===== src/rtl/align_shift_unit.sv =====
// align_shift_unit: pre-add alignment stage of the floating point adder.
// Orders the operand pair so the larger magnitude is "big", then right-shifts
// the small mantissa by the clamped exponent difference. The shift runs over
// several cycles, at most STEP positions per cycle. Guard, round and sticky
// bits are carried below the mantissa as {mantissa,G,R,S}.
// Optional feature macro: ALIGN_ZERO_BYPASS_EN. When it is defined, a zero
// small mantissa skips the SHIFT phase entirely.
module align_shift_unit #(
  parameter int WIDTH = 24,
  parameter int EXP_W = 8,
  parameter int STEP  = 4
) (
  input  logic               clk,
  input  logic               rst,
  input  logic               in_valid,
  output logic               in_ready,
  input  logic [EXP_W-1:0]   ea,
  input  logic [EXP_W-1:0]   eb,
  input  logic [WIDTH-1:0]   ma,
  input  logic [WIDTH-1:0]   mb,
  output logic               out_valid,
  input  logic               out_ready,
  output logic [EXP_W-1:0]   exp_out,
  output logic [WIDTH-1:0]   m_big,
  output logic [WIDTH+2:0]   m_small,
  output logic [4:0]         sh,
  output logic               swap
);

  localparam int MW = WIDTH + 3;  // working width {mantissa,G,R,S}
  localparam logic [EXP_W:0] MW_E   = (EXP_W+1)'(MW);
  localparam logic [4:0]     MW_S   = 5'(MW);
  localparam logic [4:0]     STEP_V = 5'(STEP);

  typedef enum logic [1:0] {IDLE, CMP, SHIFT, DONE} state_t;

  state_t             state, state_next;
  logic [EXP_W-1:0]   ea_q, eb_q;
  logic [WIDTH-1:0]   ma_q, mb_q;
  logic [4:0]         rem;
  logic [MW-1:0]      w;

  // Compare-phase decode, from the captured operand pair.
  logic               cmp_swap;
  logic [EXP_W:0]     d_full;
  logic [4:0]         d_clamp;
  logic [WIDTH-1:0]   small_sel;
  logic               bypass;

  // Shift-phase decode.
  logic [4:0]         k;
  logic [MW-1:0]      lost_mask;
  logic               lost;
  logic [MW-1:0]      w_next;

  assign cmp_swap  = (eb_q > ea_q) || ((eb_q == ea_q) && (mb_q > ma_q));
  // The extra top bit keeps the difference free of wrap-around.
  assign d_full    = cmp_swap ? ({1'b0, eb_q} - {1'b0, ea_q})
                              : ({1'b0, ea_q} - {1'b0, eb_q});
  assign d_clamp   = (d_full > MW_E) ? MW_S : d_full[4:0];
  assign small_sel = cmp_swap ? ma_q : mb_q;

`ifdef ALIGN_ZERO_BYPASS_EN
  assign bypass = (small_sel == '0);
`else
  assign bypass = 1'b0;
`endif

  // k never exceeds MW, so a shift of the whole register gives zero rather
  // than wrapping. The 32-bit mask stays exact because MW is at most 31.
  assign k         = (rem > STEP_V) ? STEP_V : rem;
  assign lost_mask = MW'((32'd1 << k) - 32'd1);
  assign lost      = |(w & lost_mask);
  assign w_next    = (w >> k) | {{(MW-1){1'b0}}, lost};

  // State register.
  // NOTE: sequential state uses non-blocking (<=) assignments so every flop
  // samples values from before the edge, whatever order the processes run in.
  always_ff @(posedge clk or posedge rst) begin
    if (rst) state <= IDLE;
    else     state <= state_next;
  end

  // Next-state logic and handshake readiness.
  // NOTE: every output of this block gets a default first, so no path can
  // leave it unassigned and infer a latch.
  always_comb begin
    state_next = state;
    in_ready   = 1'b0;
    unique case (state)
      IDLE: begin
        in_ready = 1'b1;
        if (in_valid) state_next = CMP;
      end
      CMP: begin
        if (d_clamp == 5'd0 || bypass) state_next = DONE;
        else                            state_next = SHIFT;
      end
      SHIFT: begin
        if (rem <= STEP_V) state_next = DONE;
      end
      DONE: begin
        if (out_valid && out_ready) state_next = IDLE;
      end
      default: state_next = IDLE;
    endcase
  end

  // Datapath: operand capture, compare/load, iterative shift, result publish.
  // NOTE: the capture and work registers are reset along with the outputs.
  // They are only a few flops, and a reset that leaves nothing stale makes an
  // aborted operation easy to reason about.
  always_ff @(posedge clk or posedge rst) begin
    if (rst) begin
      ea_q      <= '0;
      eb_q      <= '0;
      ma_q      <= '0;
      mb_q      <= '0;
      rem       <= '0;
      w         <= '0;
      out_valid <= 1'b0;
      exp_out   <= '0;
      m_big     <= '0;
      m_small   <= '0;
      sh        <= '0;
      swap      <= 1'b0;
    end else begin
      unique case (state)
        IDLE: begin
          if (in_valid) begin
            ea_q <= ea;
            eb_q <= eb;
            ma_q <= ma;
            mb_q <= mb;
          end
        end
        CMP: begin
          swap    <= cmp_swap;
          exp_out <= cmp_swap ? eb_q : ea_q;
          m_big   <= cmp_swap ? mb_q : ma_q;
          sh      <= d_clamp;
          rem     <= d_clamp;
          w       <= bypass ? '0 : {small_sel, 3'b000};
        end
        SHIFT: begin
          w   <= w_next;
          rem <= rem - k;
        end
        DONE: begin
          // The first DONE cycle publishes the result. After that the
          // outputs hold until downstream takes them.
          if (!out_valid) begin
            out_valid <= 1'b1;
            m_small   <= w;
          end else if (out_ready) begin
            out_valid <= 1'b0;
          end
        end
        default: ;
      endcase
    end
  end

endmodule

===== config.mk =====
export PLATFORM = sky130hd
export DESIGN_NAME = align_shift_unit
export DESIGN_NICKNAME = d
export VERILOG_FILES = /design/src/rtl/align_shift_unit.sv
export SDC_FILE = /design/constraint.sdc
export NUM_CORES = 1
export LEC_CHECK = 0
export ABC_CLOCK_PERIOD_IN_PS = 5100
export BUFFER_PORTS_ARGS = -buffer_cell sky130_fd_sc_hd__buf_4
export CAP_MARGIN = 10
export CORE_ASPECT_RATIO = 1.4
export CORE_MARGIN = 2
export CORE_UTILIZATION = 30
export CTS_CLUSTER_SIZE = 40
export DETAILED_ROUTE_END_ITERATION = 12
export SLEW_MARGIN = 30
export SYNTH_ARGS = -nofsm -noshare
export SYNTH_HDL_FRONTEND = slang
export SYNTH_SLANG_ARGS = --single-unit

===== constraint.sdc =====
create_clock -name clk -period 5.1 [get_ports clk]
set_input_delay 0 -clock clk [delete_from_list [all_inputs] [get_ports clk]]
set_output_delay 0 -clock clk [all_outputs]
set_load 0.01 [all_outputs]

==> impl_metrics.py <==
metrics = {
    "setup_path": {
        "regToRegSetupSlack_ns": 1.55,
        "r2r-start": "ma_q[19]",
        "required_ns": 5.42,
        "r2r_cells": 11,
        "end_kind": "register",
        "worstPathMaxFanout": 72,
        "r2r_end": "sh[2]",
        "worstPathArrival_ns": 3.87,
        "critPathLaunchType": "register",
        "critical_path_class": "register to register",
        "setup.worst_path.start": "ma_q[19]",
        "endpoint": "sh[2]",
    },
    "finish": {
        "layout-drive-gt1-share": 0.271,
        "area_growth_pct": 28.0,
        "nFillCells": 3038,
        "nets": 1242,
        "final_cell_count_no_fill": 1530,
    },
    "route": {
        "first_iter_violations": 541,
        "via_count": 7671,
        "avgRoutedWirePerCell_um": 16.8,
        "dr.pass1.iters": 6,
        "antenna_left": 0,
        "drc": 0,
        "wirelength_um": 25700,
        "viasPerCell": 5.01,
    },
    "synth": {
        "synth_cell_type_count": 73,
        "synth_warnings": 0,
        "ys_async_sr_fraction": 1.00,
        "dominantRegCellSynth": "dfrtp_1",
        "synth_edf_count": 0,
        "synth.cell_area_sq_mm": 0.00943,
        "avgSynthCellArea_sq_um": 9.90,
        "syn-instance-count": 952,
        "yosysSeqAreaShare": 0.435,
        "syn-num-nets": 1068,
        "ys_seq_elements": 164,
    },
    "timing": {
        "finalHoldViolations": 0,
        "relSlewSlack": 0.401,
        "hold_slack_ns": 0.223,
        "maxSlewViolCount": 0,
        "period_minus_slack_ns": 3.55,
        "fin_tns_setup_ns": 0,
        "skew_ns": 0.0149,
        "worst_pin_slew_ns": 0.894,
        "rsz0062_at_grt": "false",
        "timing.final.crit_share": 0.696,
        "fmax_ghz": 0.282,
        "setup_viol": 0,
    },
    "worst_hold_path": {
        "hp-class": "input port to async pin",
    },
    "floorplan": {
        "core_area_sq_mm": 0.0309,
        "die_width_um": 154,
        "row_count": 76,
        "top_level_ports": 135,
        "die-area_sq_mm": 0.0329,
        "start_util": 0.305,
        "die_y_um": 214,
    },
    "global_route": {
        "grt_max_degree": 110,
        "grt_pass1_wl_um": 40900,
        "grt-ovfl-total": 0,
        "antenna_found_initial": 1,
        "grt_pass1_vias": 7626,
        "grtUsageTotal": 0.159,
    },
    "power_and_ir_drop": {
        "vdd_drop_max_mv": 0.506,
        "p_leak_nw": 5.48,
        "powerDensity_mw_per_mm2": 785,
        "power_w": 0.00947,
    },
    "clock_network": {
        "clk_latency_ns": 0.44,
        "cts_sinks": 164,
        "cts_buffers": 17,
        "path_clk_slew_ns": 0.07,
        "clk_path_buf_depth": 2,
        "htreeDepth": 4,
        "cts-root-buf": "clkbuf_16",
        "cts_tree": "yes",
        "cts_resized": 0,
    },
    "placed_design": {
        "gp_congestion": 0.862,
        "hpwl_um": 18300,
        "dp_cells": 1430,
        "port_buffers": 134,
    },
    "run": {
        "cap_violations": 0,
    },
    "run_status": {
        "outcome": "complete, no violations",
    },
}
==> cell usage in the layout, fill, tap and decap left out, types with 5 or more instances in the layout <==
cell | netlist | routed
nand2_1 | 68 | 66
clkbuf_16 | 0 | 17
a31oi_1 | 9 | 9
nand3_1 | 22 | 22
dfrtp_1 | 164 | 163
o211ai_1 | 12 | 12
dlygate4sd3_1 | 0 | 67
nor2b_1 | 8 | 7
inv_6 | 0 | 5
o21ai_0 | 26 | 26
o21ai_1 | 20 | 20
a21o_1 | 6 | 6
a211oi_1 | 12 | 12
o22ai_1 | 5 | 5
inv_1 | 61 | 60
mux2_2 | 109 | 109
nand4_1 | 7 | 7
mux2i_1 | 43 | 43
a21oi_1 | 94 | 94
ha_1 | 46 | 45
buf_4 | 2 | 141
nor2_1 | 108 | 108
==> timing repair <==
| item | CTS | global route |
|---|---|---|
| hold buffers | 67 | 0 |
| buffers inserted | 0 | 0 |
| endpoints found under the hold margin | 175 | 0 |
==> worst min path at each step <==
stage / start / end / slack, ns / cells after the start
6_report: rst / m_big[7] / 0.22 / 3
5_1_grt: rst / m_big[3] / 0.31 / 3
4_1_cts: rst / m_big[0] / 0.28 / 3
3_5_place_dp: rst / m_big[4] / 0.20 / 2
3_3_place_gp: ma[10] / ma_q[10] / 0.23 / 2
2_1_floorplan: ea[7] / ea_q[7] / 0.15 / 1
==> sequential cells by signal (all words and copies together), names as in the netlist <==
register / cells
exp_out: 8
eb_q: 8
mb_q: 24
swap: 1
w: 27
sh: 5
ea_q: 8
m_small: 27
state: 2
out_valid: 1
rem: 5
ma_q: 24
m_big: 24
==> Yosys cell counts (3+ instances only) <==
| cell | count | share of area |
|---|---|---|
| ha_1 | 46 | 0.061 |
| o311ai_0 | 3 | 0.0028 |
| nand4_1 | 7 | 0.0046 |
| dfrtp_1 | 164 | 0.44 |
| buf_2 | 7 | 0.0037 |
| nor2_1 | 108 | 0.043 |
| nor3_1 | 4 | 0.0021 |
| a211oi_1 | 12 | 0.0096 |
| nand2_1 | 68 | 0.027 |
| o22ai_1 | 5 | 0.0033 |
| mux2_2 | 109 | 0.13 |
| buf_6 | 8 | 0.0096 |
| a21o_1 | 6 | 0.0048 |
| clkbuf_1 | 33 | 0.013 |
| a22oi_1 | 3 | 0.0024 |
| buf_1 | 3 | 0.0012 |
| nor4_1 | 4 | 0.0027 |
| mux2i_1 | 43 | 0.046 |
| o31ai_1 | 3 | 0.0024 |
| a31oi_1 | 9 | 0.0060 |
| nor2b_1 | 8 | 0.0053 |
| inv_1 | 61 | 0.024 |
| and3_1 | 3 | 0.0020 |
| nand3_1 | 22 | 0.012 |
| o21ai_0 | 26 | 0.014 |
| o21a_1 | 3 | 0.0024 |
| a21oi_2 | 4 | 0.0037 |
| o211ai_1 | 12 | 0.0096 |
| o21ai_1 | 20 | 0.011 |
| a21oi_1 | 94 | 0.050 |
==> area by class of cell <==
cell class,instances,area [sq um],share of cell area
Clock buffer,17,425,0.0353
Timing Repair Buffer,209,1750,0.145
Clock inverter,15,218,0.0180
Tap cell,390,488,0.0404
Inverter,63,244,0.0202
Multi-Input combinational cell,671,4830,0.401
Sequential cell,164,4110,0.340
Antenna cell,1,2.50,0.000207
==> worst max-delay path, stage by stage (launching register included) <==
cell and delay [ns]:
dfrtp_1 0.39, inv_1 0.08, ha_1 0.32, nand4_1 0.15
nor4_1 0.61, nand3_1 0.15, o41ai_1 0.11, a21o_4 0.70
mux2i_1 0.36, xnor2_2 0.20, a21oi_4 0.12, a31o_1 0.24
==> routing by layer <==
| metal | wire, um | vias to the layer above | part of all wire | global-route usage |
|---|---|---|---|---|
| li1 | - | 3724 | - | - |
| met1 | 10900 | 3732 | 0.42 | 0.193 |
| met2 | 13200 | 172 | 0.51 | 0.281 |
| met3 | 931 | 43 | 0.036 | 0.0277 |
| met4 | 675 | 0 | 0.026 | 0.0599 |
| met5 | 0 | - | 0 | 0 |
==> metrics by stage <==
stage | utilization | worst slack (ns) | area, sq um
floorplan | - | 0.667 | 9430
global placement | 0.348 | 1.61 | 10700
detailed placement | 0.348 | 1.51 | 10700
CTS | 0.390 | 1.47 | 12100
global route | 0.390 | 1.29 | 12100
finish | 0.390 | 1.55 | 12100
==> report_power, final <==
| part | switching (W) | internal (W) | total, W |
|---|---|---|---|
| Clock | 0.000575 | 0.000834 | 0.00141 |
| Sequential | 0.000644 | 0.00197 | 0.00262 |
| Combinational | 0.00304 | 0.00241 | 0.00545 |
==> kinds of logic after synthesis <==
family,synth area share
buf+inv,0.0548
other cells,0.000398
mux,0.176
simple gates,0.110
compound gates,0.152
xor+xnor,0.00544
flops,0.435
fa+ha+maj,0.0653
Note: power is estimated with default switching activity, not from simulation.
